===== config.mk =====
export PLATFORM = sky130hd
export DESIGN_NAME = sprite_renderer
export DESIGN_NICKNAME = d
export VERILOG_FILES = /design/src/rtl/sprite_renderer.sv
export SDC_FILE = /design/constraint.sdc
export NUM_CORES = 1
export LEC_CHECK = 0
export ABC_CLOCK_PERIOD_IN_PS = 4960
export BUFFER_PORTS_ARGS = -buffer_cell sky130_fd_sc_hd__buf_2
export CORE_MARGIN = 3
export CORE_UTILIZATION = 50
export CTS_CLUSTER_SIZE = 25
export DETAILED_ROUTE_END_ITERATION = 8
export MAX_ROUTING_LAYER = met4
export PLACE_DENSITY = 0.74
export SLEW_MARGIN = 10
export SYNTH_ARGS = -nofsm -noshare
export SYNTH_HDL_FRONTEND = slang
export SYNTH_SLANG_ARGS = --single-unit

===== constraint.sdc =====
create_clock -name clk_i -period 4.96 [get_ports clk_i]
set_input_delay 0.992 -clock clk_i [delete_from_list [all_inputs] [get_ports clk_i]]
set_output_delay 0.992 -clock clk_i [all_outputs]
set_load 0.01 [all_outputs]

===== src/rtl/sprite_renderer.sv =====
// sprite_renderer: two-stage VGA pixel colouring of frame-latched sprite rectangles over a centre net.
package sprite_pkg;
  localparam int N_SPRITES    = 3;
  localparam int X_POS_W      = 10;
  localparam int Y_POS_W      = 10;
  localparam int SCREEN_H_RES = 640;
  localparam int SCREEN_V_RES = 480;
  typedef struct packed {
    logic [X_POS_W-1:0] x_pos;
    logic [Y_POS_W-1:0] y_pos;
    logic [X_POS_W-1:0] right;
    logic [Y_POS_W-1:0] bottom;
  } sprite_t;
endpackage

module sprite_renderer #(
  parameter int COLOR_W = 4,
  parameter int N_SPRITES = sprite_pkg::N_SPRITES,
  parameter logic [3*COLOR_W-1:0] BG_RGB = 12'h000,
  parameter logic [3*COLOR_W-1:0] NET_RGB = 12'h888,
  parameter logic [3*COLOR_W-1:0] SPRITE_RGB [N_SPRITES] = '{12'h0F0, 12'hF00, 12'hFFF}
) (
  input  logic                         clk_i,
  input  logic                         rst_i,
  input  logic                         hsync_i,
  input  logic                         vsync_i,
  input  logic                         display_on_i,
  input  logic [sprite_pkg::X_POS_W-1:0] x_pos_i,
  input  logic [sprite_pkg::Y_POS_W-1:0] y_pos_i,
  input  sprite_pkg::sprite_t          sprites_i [N_SPRITES],
  output logic                         new_frame_o,
  output logic                         hsync_o,
  output logic                         vsync_o,
  output logic [COLOR_W-1:0]           red_o,
  output logic [COLOR_W-1:0]           green_o,
  output logic [COLOR_W-1:0]           blue_o
);
  localparam int XW = sprite_pkg::X_POS_W;
  localparam int YW = sprite_pkg::Y_POS_W;
  localparam logic [XW-1:0] NET_X0 = XW'(sprite_pkg::SCREEN_H_RES / 2 - 1);
  localparam logic [XW-1:0] NET_X1 = XW'(sprite_pkg::SCREEN_H_RES / 2);
  localparam logic [YW-1:0] V_RES  = YW'(sprite_pkg::SCREEN_V_RES);
  sprite_pkg::sprite_t shadow_q [N_SPRITES];
  logic armed_q, new_frame_q, frame_end;
  logic [N_SPRITES-1:0] hit_d, hit_q;
  logic net_d, net_q, de_q, hs_q, vs_q, hs2_q, vs2_q;
  logic [3*COLOR_W-1:0] rgb_d, rgb_q;
  // armed_q resets low so a y already at V_RES on release cannot look like an edge
  assign frame_end = armed_q && (y_pos_i == V_RES);
  always_comb begin
    hit_d = '0;
    for (int i = 0; i < N_SPRITES; i++)
      hit_d[i] = (x_pos_i >= shadow_q[i].x_pos) && (x_pos_i < shadow_q[i].right) &&
                 (y_pos_i >= shadow_q[i].y_pos) && (y_pos_i < shadow_q[i].bottom);
    net_d = ((x_pos_i == NET_X0) || (x_pos_i == NET_X1)) && !y_pos_i[4];
    rgb_d = !de_q    ? '0 :
            hit_q[2] ? SPRITE_RGB[2] :
            hit_q[0] ? SPRITE_RGB[0] :
            hit_q[1] ? SPRITE_RGB[1] :
            net_q    ? NET_RGB : BG_RGB;
  end
  always_ff @(posedge clk_i or posedge rst_i) begin
    if (rst_i) begin
      armed_q     <= 1'b0;
      new_frame_q <= 1'b0;
      for (int i = 0; i < N_SPRITES; i++) shadow_q[i] <= '0;
      hit_q       <= '0;
      net_q       <= 1'b0;
      de_q        <= 1'b0;
      hs_q        <= 1'b0;
      vs_q        <= 1'b0;
      hs2_q       <= 1'b0;
      vs2_q       <= 1'b0;
      rgb_q       <= '0;
    end else begin
      armed_q     <= (y_pos_i != V_RES);
      new_frame_q <= frame_end;
      if (frame_end) shadow_q <= sprites_i;
      hit_q       <= hit_d;
      net_q       <= net_d;
      de_q        <= display_on_i;
      hs_q        <= hsync_i;
      vs_q        <= vsync_i;
      hs2_q       <= hs_q;
      vs2_q       <= vs_q;
      rgb_q       <= rgb_d;
    end
  end
  assign new_frame_o = new_frame_q;
  assign hsync_o = hs2_q;
  assign vsync_o = vs2_q;
  assign {red_o, green_o, blue_o} = rgb_q;
endmodule


==> results_dict.tcl <==
set metrics [dict create \
    ys_types 45 \
    route.met2.wl_um 9470 \
    r2r_setup_slack_ns 2.52 \
    crit_path_end_kind "flip-flop" \
    antenna_found_initial 0 \
    fin_util 0.613 \
    fp.dieW_um 131 \
    drt-total-wl_um 21000 \
    crit_start "y_pos_i[5]" \
    synthFlopType "dfrtp_1" \
    syn-num-nets 1067 \
    p_int_mw 2.20 \
    setup_violations 0 \
    min_to "hsync_o$_DFF_PP0_" \
    synth.yosys.seq_area_share 0.437 \
    rsz0062_at_grt "false" \
    die_area_sq_mm 0.0172 \
    drive_gt1_frac 0.214 \
    place_area_sq_mm 0.00871 \
    slew_headroom 0.242 \
    r2r_end "shadow_q[116]$_DFFE_PP0P_" \
    setup_tns_ns 0 \
    crit_arrival_ns 3.35 \
    avgSynthCellArea_sq_um 9.71 \
    period_share 0.616 \
    final-hold-violation-count 0 \
    area_delta_synth_final_pct 19.4 \
    dr.max_layer_used "met4" \
    wl_met3_um 1480 \
    synth-seq-cells 137 \
    die_h_um 131 \
    report.power.total_mw 2.89 \
    synthArstFlopShare 1.00 \
    clkTransAtPathRegs_ns 0.06 \
    first_pass_iters 5 \
    grt_max_degree 112 \
    slew_violations 0 \
    power_density_mw_per_mm2 309 \
    timing.rr.start "armed_q$_DFF_PP0_" \
    fin_ws_ns 1.90 \
    cts_buffers 17 \
    grt_overflow_total 0 \
    core_area_sq_mm 0.0153 \
    clkLatencyLatePin_ns 0.43 \
    worst_slew_pin_slew_ns 1.14 \
    min_from "hs_q$_DFF_PP0_" \
    fin_nets 1208 \
    crit_type "in2reg" \
    drcViolationCount 0 \
    power.leakage_nw 5.12 \
    wl_met1_um 9590 \
    pin_count 160 \
    seqPwrFrac 0.407 \
    ys_warn_count 0 \
    reg2regPathDepth 4 \
    cts.sinks 137 \
    p_sw_uw 685 \
    hold_buffers 0 \
    drtIter0Drc 496 \
    crit_path_max_fanout 44 \
    clock-skew-final_ns 0.00629 \
    holdPathStages 0 \
    num_vias 6458 \
    mostFrequentLayoutCell "buf_2" \
    avgViaCountPerCell 5.51 \
    hpwlAfterDp_um 14500 \
    grt_use_total 0.256 \
    startpoint_type "primary input" \
    first_global_vias 6435 \
    final_area_sq_mm 0.00936 \
    wl_per_cell_um 17.9 \
    synth_edf_count 0 \
    vdd_ir_drop_max_uv 269 \
    dp_slack_ns 1.48 \
    cap_violations 0 \
    ys_top_cells_by_area "dfrtp_1, ha_1, nand3_1, o21ai_0, inv_1" \
    cp.required_ns 5.25 \
    layout_common_cells "buf_2, dfrtp_1, nand3_1, o21ai_0, ha_1" \
    cts_buffer_depth 2 \
    synth_area_sq_mm 0.00784 \
    clkPwrFrac 0.486 \
    holdCritPathClass "reg2reg" \
    num_antenna_cells 0 \
    clockRootBuffer "clkbuf_16" \
    start_util 0.514 \
    cts_setup_buffers 0 \
    row_count 45 \
    cts_resized 0 \
    place_congestion 0.854 \
    finalCriticalPeriod_ns 3.06 \
    synth_top_cell_by_area "dfrtp_1" \
    htreeDepth 4 \
    grt_pass1_wl_um 33500 \
    port-buffer-count 159 \
    swShare 0.237 \
    netlist_instances 808 \
    fmax_mhz 327 \
    status "complete, no violations" \
    ant_nets 0 \
    pwr-share-comb 0.107 \
    synth_top_area_share 0.437 \
    cts_tree "yes" \
]
==> cell type report <==
type / instances / area (sq um)
fillers: 1310 / 5900
multi-input cells: 514 / 3740
flip-flops and latches: 137 / 3430
repair buffers: 164 / 833
clock buffers: 19 / 453
inverters: 115 / 437
well taps: 211 / 264
clock inverters: 13 / 199
==> metrics by stage <==
step / std cells / hold slack [ns]
after detailed placement: 1141 / 0.335
after CTS: 1173 / 0.348
after global routing: 1173 / 0.359
after floorplan: 808 / 0.331
after global placement: 1141 / 0.335
final: 1173 / 0.347
==> worst max path at each step <==
stage                                      to  slack [ns]
floorplan                   armed_q$_DFF_PP0_        0.30
global placement      shadow_q[2]$_DFFE_PP0P_        1.60
detailed placement  shadow_q[116]$_DFFE_PP0P_        1.48
CTS                 shadow_q[116]$_DFFE_PP0P_        1.93
global route         shadow_q[97]$_DFFE_PP0P_        1.72
finish              shadow_q[116]$_DFFE_PP0P_        1.90
==> cells by family after synthesis <==
group                    synth area share
AND/OR/NAND/NOR                     0.127
AO/OA/AOI/OAI                       0.151
flip-flops                          0.437
multiplexers                       0.0172
adder cells (fa/ha/maj)             0.182
buffers and inverters              0.0857
==> synth_stat cells (11+ instances only) <==
master	count
o21ai_0	114
dfrtp_1	137
nand2b_1	15
ha_1	114
a21o_1	23
a21oi_1	31
inv_1	114
buf_2	18
nand3_1	118
nand4_1	11
clkbuf_1	12
==> per-layer routing <==
| metal | track usage | vias up |
|---|---|---|
| li1 | - | 3117 |
| met1 | 0.345 | 3065 |
| met2 | 0.382 | 229 |
| met3 | 0.0620 | 47 |
| met4 | 0.0869 | 0 |
| met5 | - | - |
==> flip-flops by register name, indices dropped and copies added, names as in the netlist <==
signal,cells
hsync_o,1
armed_q,1
shadow_q,120
vsync_o,1
vs_q,1
net_q,1
new_frame_o,1
hit_q,3
de_q,1
hs_q,1
rgb_q,6
==> critical path, cell delays in order <==
cell     delay [ns]
buf_2          0.22
or4b_4         0.51
nor4_4         0.18
nand2_2        0.29
inv_2          0.46
buf_4          0.48
o21ai_0        0.16
==> power groups by stage <==
stage	Combinational [mW]	Clock, mW	Sequential [mW]
CTS	0.311	1.42	1.18
finish	0.309	1.40	1.18
detailed placement	0.306	0	1.20
floorplan	0.162	0	1.19
global placement	0.297	0	1.20
global route	0.353	1.47	1.18
No activity file was read; power rests on OpenSTA's default activity.
